File: src/rtl/adc_seq_sampler.sv
// Multi-channel, rate-controlled sequencer for ADC082S/ADC08x8S-style SPI ADCs.
// Generates SCK from sys_clk and tags each result with the channel it was converted from.
//
// state   | meaning
// --------+-----------------------------------------------------------
// S_IDLE  | csn high, waiting for en and a non-empty channel mask
// S_SETUP | csn low, sck high for one half-period before the first bit
// S_SHIFT | FRAME_BITS sck cycles: address out on sdo, result in on sdi
// S_GAP   | csn high for one full sck period, result published here
// S_WAIT  | csn high until the minimum frame spacing has elapsed
module adc_seq_sampler #(
    parameter int DATA_W     = 8,
    parameter int NUM_CH     = 2,
    parameter int SCK_DIV    = 3,
    parameter int FRAME_BITS = 16,
    parameter int LEAD_BITS  = 4,
    parameter int ADDR_POS   = 2
) (
    input  logic              sys_clk,
    input  logic              rst,
    input  logic              en,
    input  logic [NUM_CH-1:0] ch_mask,
    input  logic [15:0]       rate_div,
    input  logic              sdi,
    output logic              sdo,
    output logic              sck,
    output logic              csn,
    output logic [DATA_W-1:0] data_out,
    output logic [2:0]        ch_out,
    output logic              data_valid,
    output logic              busy
);

    localparam int DIV_W = $clog2(2 * SCK_DIV + 1);
    localparam int K_W   = $clog2(FRAME_BITS + 1);

    localparam logic [DIV_W-1:0] HALF_LOAD = DIV_W'(SCK_DIV - 1);
    localparam logic [DIV_W-1:0] GAP_LOAD  = DIV_W'(2 * SCK_DIV - 1);
    localparam logic [K_W-1:0]   LAST_K    = K_W'(FRAME_BITS - 1);

    typedef enum logic [2:0] {
        S_IDLE,
        S_SETUP,
        S_SHIFT,
        S_GAP,
        S_WAIT
    } state_t;

    state_t            state;
    logic [DIV_W-1:0]  div_cnt;
    logic [K_W-1:0]    bit_k;
    logic [2:0]        cur_ch;
    logic [2:0]        prev_ch;
    logic [2:0]        ptr;
    logic              prime;
    logic [DATA_W-1:0] cap;
    logic [15:0]       rate_cnt;

    logic [7:0] mask_ext;
    logic [3:0] scan_idx;
    logic [2:0] sel_ch;
    logic [2:0] next_ptr;
    logic       go;
    logic       rate_ok;
    logic       frame_end;
    logic       in_data;

    function automatic logic addr_bit(input logic [K_W-1:0] k, input logic [2:0] ch);
        int d;
        d = int'(k) - ADDR_POS;
        case (d)
            0:       return ch[2];
            1:       return ch[1];
            2:       return ch[0];
            default: return 1'b0;
        endcase
    endfunction

    assign mask_ext = 8'(ch_mask);
    assign go       = en && (ch_mask != '0);
    assign rate_ok  = ({1'b0, rate_cnt} + 17'd1) >= {1'b0, rate_div};
    assign in_data  = (int'(bit_k) >= LEAD_BITS) && (int'(bit_k) < LEAD_BITS + DATA_W);
    assign next_ptr = (cur_ch == 3'(NUM_CH - 1)) ? 3'd0 : cur_ch + 3'd1;

    // Frame spacing satisfied: leave from the last GAP cycle or from WAIT.
    assign frame_end = (((state == S_GAP) && (div_cnt == '0)) || (state == S_WAIT)) && rate_ok;

    // Scan downward so the last hit is the lowest enabled channel at or after ptr.
    always_comb begin
        sel_ch   = ptr;
        scan_idx = '0;
        for (int i = NUM_CH - 1; i >= 0; i--) begin
            scan_idx = {1'b0, ptr} + 4'(i);
            if (scan_idx >= 4'(NUM_CH)) begin
                scan_idx = scan_idx - 4'(NUM_CH);
            end
            if (mask_ext[scan_idx[2:0]]) begin
                sel_ch = scan_idx[2:0];
            end
        end
    end

    always_ff @(posedge sys_clk) begin
        if (rst) begin
            state      <= S_IDLE;
            div_cnt    <= '0;
            bit_k      <= '0;
            cur_ch     <= '0;
            prev_ch    <= '0;
            ptr        <= '0;
            prime      <= 1'b1;
            cap        <= '0;
            rate_cnt   <= '0;
            sdo        <= 1'b0;
            sck        <= 1'b1;
            csn        <= 1'b1;
            data_out   <= '0;
            ch_out     <= '0;
            data_valid <= 1'b0;
            busy       <= 1'b0;
        end else begin
            data_valid <= 1'b0;
            if (rate_cnt != 16'hFFFF) begin
                rate_cnt <= rate_cnt + 16'd1;
            end

            case (state)
                S_SETUP: begin
                    if (div_cnt == '0) begin
                        div_cnt <= HALF_LOAD;
                        bit_k   <= '0;
                        sck     <= 1'b0;
                        sdo     <= addr_bit('0, cur_ch);
                        state   <= S_SHIFT;
                    end else begin
                        div_cnt <= div_cnt - DIV_W'(1);
                    end
                end
                S_SHIFT: begin
                    if (div_cnt != '0) begin
                        div_cnt <= div_cnt - DIV_W'(1);
                    end else if (!sck) begin
                        sck     <= 1'b1;
                        div_cnt <= HALF_LOAD;
                        if (in_data) begin
                            cap <= {cap[DATA_W-2:0], sdi};
                        end
                    end else if (bit_k == LAST_K) begin
                        // The result just shifted in belongs to the previous frame's address.
                        csn        <= 1'b1;
                        div_cnt    <= GAP_LOAD;
                        state      <= S_GAP;
                        data_valid <= !prime;
                        if (!prime) begin
                            data_out <= cap;
                            ch_out   <= prev_ch;
                        end
                        prime   <= 1'b0;
                        prev_ch <= cur_ch;
                        ptr     <= next_ptr;
                    end else begin
                        bit_k   <= bit_k + K_W'(1);
                        sck     <= 1'b0;
                        div_cnt <= HALF_LOAD;
                        sdo     <= addr_bit(bit_k + K_W'(1), cur_ch);
                    end
                end
                S_GAP: begin
                    if (div_cnt != '0) begin
                        div_cnt <= div_cnt - DIV_W'(1);
                    end else if (!rate_ok) begin
                        busy  <= 1'b0;
                        state <= S_WAIT;
                    end
                end
                default: ;
            endcase

            if (((state == S_IDLE) || frame_end) && go) begin
                cur_ch   <= sel_ch;
                rate_cnt <= '0;
                csn      <= 1'b0;
                sck      <= 1'b1;
                busy     <= 1'b1;
                div_cnt  <= HALF_LOAD;
                state    <= S_SETUP;
            end else if (frame_end) begin
                busy  <= 1'b0;
                prime <= 1'b1;
                state <= S_IDLE;
            end
        end
    end

endmodule

File: config.mk
export PLATFORM = sky130hd
export DESIGN_NAME = adc_seq_sampler
export DESIGN_NICKNAME = d
export VERILOG_FILES = /design/src/rtl/adc_seq_sampler.sv
export SDC_FILE = /design/constraint.sdc
export NUM_CORES = 1
export LEC_CHECK = 0
export ABC_CLOCK_PERIOD_IN_PS = 3100
export CAP_MARGIN = 10
export CELL_PAD_IN_SITES_DETAIL_PLACEMENT = 2
export CELL_PAD_IN_SITES_GLOBAL_PLACEMENT = 2
export CORE_MARGIN = 4
export CORE_UTILIZATION = 30
export DETAILED_ROUTE_END_ITERATION = 10
export GPL_TIMING_DRIVEN = 0
export PLACE_DENSITY_LB_ADDON = 0.1
export SYNTH_ARGS = -nofsm -noshare
export SYNTH_HDL_FRONTEND = slang
export SYNTH_SLANG_ARGS = --single-unit
File: constraint.sdc
create_clock -name sys_clk -period 3.1 [get_ports sys_clk]
set_clock_uncertainty 0.05 [all_clocks]
set_input_delay 0.62 -clock sys_clk [delete_from_list [all_inputs] [get_ports sys_clk]]
set_output_delay 0.62 -clock sys_clk [all_outputs]
set_load 0.01 [all_outputs]
==> reports/metrics.yaml <==
status:
  status: "complete, no violations"
yosys:
  synth_area_per_cell_um2: 8.26
  synthXorXnorAreaFrac_pct: 5.37
  synthAdderAreaFrac_pct: 11.0
  muxShareOfSynthArea_pct: 4.38
  synth_top_family_by_area: "simple AND/OR/NAND/NOR gates"
  synth_edf_count: 0
  ys_ff_latch: 61
  synth_ff_type: "dfxtp_1"
  ys_warn_count: 0
  synth_compound_area_share_pct: 13.9
  netlist_area_um2: 3430
  yosysSeqAreaShare_pct: 35.6
  synth_cells: 415
  synth_nets: 467
  async_reset_ff_share_pct: 0
  synthSimpleGateAreaFrac_pct: 24.4
  ys_types: 51
place:
  dp_hpwl_um: 7470
  gp_congestion: 0.681
  port_buffers: 36
  dpl.cell_count: 591
route:
  dr_total_vias: 3075
  wl_met1_um: 4860
  viasPerCell: 5.02
  wl_met3_um: 349
  drc: 0
  firstDrtPassIters: 4
  initialDrtViolationCount: 74
  wl_um: 10100
  ant_nets: 0
  wl_met2_um: 4840
  wl_per_cell_um: 16.5
  dr.max_layer_used: "met4"
critical_path:
  startpoint_type: "flop"
  worstSetupPathType: "flop to flop"
  arrival_ns: 3.14
  required_ns: 3.28
  crit_path_end_kind: "flop"
  path_max_fanout: 6
final_layout:
  fill_cells: 1264
  num-nets-final: 520
  diodes: 0
  drive_gt1_share_pct: 12.7
  stdcell_count: 613
  area_delta_synth_final_pct: 28.5
  final_util_pct: 39.9
timing:
  tightest_slew_ns: 0.656
  maxSlewHeadroom_pct: 56.0
  tns_ns: 0
  maxSlewViolCount: 0
  hold_violations: 0
  final-setup-viol-count: 0
  finalCritPeriodShare_pct: 95.7
  fin_crit_ns: 2.97
  clock.fmax_ghz: 0.337
clock_network:
  clkTransAtPathRegs_ns: 0.05
  cts-root-buf: "clkbuf_16"
  cts_buffers: 9
  clock-sinks: 61
  clockBufferDepth: 2
  cts_htree_levels: 3
  clock_latency_ns: 0.33
  cts_tree: "yes"
global_route:
  grt_pass1_wl_um: 16800
  globalRoute.totalOverflow: 0
  antenna_found_initial: 0
  grt_use_total_pct: 16.2
  grt_max_degree: 12
  grt_pass1_vias: 3332
floorplanning:
  chipHeight_um: 115
  std_cell_rows: 38
  initial_core_util_pct: 31.1
  die_w_um: 115
  dieArea_um2: 13200
  core_um2: 11000
  ios: 38
flow_run:
  maxCapViolCount: 0
power_and_ir_drop:
  p_per_area_nw_per_um2: 477
  peakVddDrop_mv: 0.344
  power_w: 0.00210
  p_leak_nw: 1.82
worst_hold_path:
  hp-class: "flop to flop"
state kept, by name, indices dropped and copies added, names as in the netlist, 3 cells and up:
signal    count
ch_out        3
cur_ch        3
prev_ch       3
div_cnt       3
bit_k         5
rate_cnt     16
data_out      8
cap           8
ptr           3
state         3
per-stage QoR:
step / hold slack, ns / setup WS, ns / area, µm²
finish: 0.403 / 0.135 / 4400
global route: 0.435 / -0.0961 / 4400
CTS: 0.408 / 0.00342 / 4300
detailed placement: 0.401 / -0.579 / 3960
global placement: 0.388 / -0.508 / 3960
floorplan: 0.382 / 0.187 / 3430
metal layers:
metal	GRT usage, %	up-vias
li1	-	1522
met1	21.2	1516
met2	26.6	33
met3	4.21	4
met4	4.46	0
met5	0	-
final timing paths:
check	start	to	slack (ns)	depth (start not counted)
worst max-delay path	rate_cnt[4]	busy	0.13	11
worst min-delay path	data_out[7]	data_out[7]	0.40	2
worst max register to register	rate_cnt[4]	busy	0.13	11
worst min register to register	data_out[7]	data_out[7]	0.40	2
area by class of cell:
type	count	area (µm²)	area share, %
multi-input combinational	310	2130	48.5
sequential	61	1230	27.9
timing repair buffer	42	405	9.21
clock buffer	11	243	5.51
tap	140	175	3.98
inverter	27	101	2.30
buffer	17	80.1	1.82
clock inverter	5	36.3	0.824
Yosys cell counts, types with 7 or more instances:
cell | count | area [µm²]
a21oi_1 | 33 | 165
buf_2 | 7 | 35.0
clkbuf_1 | 8 | 30.0
dfxtp_1 | 61 | 1220
ha_1 | 30 | 375
inv_1 | 27 | 101
mux2i_1 | 15 | 150
nand2_1 | 51 | 191
nand2b_1 | 10 | 62.6
nand3_1 | 10 | 50.1
nor2_1 | 46 | 173
nor3_1 | 24 | 120
o21ai_0 | 13 | 65.1
xnor2_1 | 11 | 96.3
xor2_1 | 10 | 87.6
power by group:
part | total (W) | internal [W] | switching [W]
Sequential | 0.000834 | 0.000809 | 0.0000252
Combinational | 0.000320 | 0.000134 | 0.000186
Clock | 0.000948 | 0.000562 | 0.000385
critical path, cell delays in order (launching register included):
cell and delay, ns:
dfxtp_2 0.37, nand4_1 0.19, buf_4 0.21, nor2_4 0.15, nand2_1 0.10, xnor2_2 0.15, ha_1 0.30, nand3_1 0.15
nor3_4 0.38, a31oi_4 0.21, a211oi_1 0.36, and3b_1 0.22
repair_timing:
action	CTS	global route
hold buffers	0	0
setup buffers	1	5
endpoints found under the setup margin	29	29
pin swaps	1	3
resized for setup	11	15
cells by family (layout without fill, tap and decap cells):
logic type / count (synthesis) / in the layout
and+or+nand+nor: 171 / 171
buffers and inverters: 44 / 102
AOI/OAI and AO/OA: 73 / 73
muxes: 15 / 15
DFF: 61 / 61
adders and majority gates: 30 / 30
xor gates and xnor gates: 21 / 21
cell usage in the layout, fill, tap and decap left out, types with 2 or more instances in the layout:
cell type,Yosys,layout
dfxtp_1,61,55
nand2_1,51,51
nor2_1,46,44
clkdlybuf4s50_1,0,36
a21oi_1,33,33
ha_1,30,29
inv_1,27,27
nor3_1,24,21
mux2i_1,15,15
o21ai_0,13,12
nand2b_1,10,10
xor2_1,10,9
nand3_1,10,9
clkbuf_1,8,9
clkbuf_16,0,9
xnor2_1,11,8
buf_4,2,8
buf_2,7,7
dfxtp_2,0,6
and3_1,6,5
nand4_1,3,3
xnor2_2,0,3
a21o_1,3,3
o21a_1,3,3
nor2b_1,3,3
nor4b_1,3,3
a211oi_1,3,3
clkinvlp_4,0,3
nor2_4,0,2
a31oi_4,1,2
a311oi_1,2,2
or4_1,2,2
o21bai_1,2,2
a31oi_1,2,2
nand3b_1,2,2
nor3_2,0,2
Power figures use the tool's default switching activity.
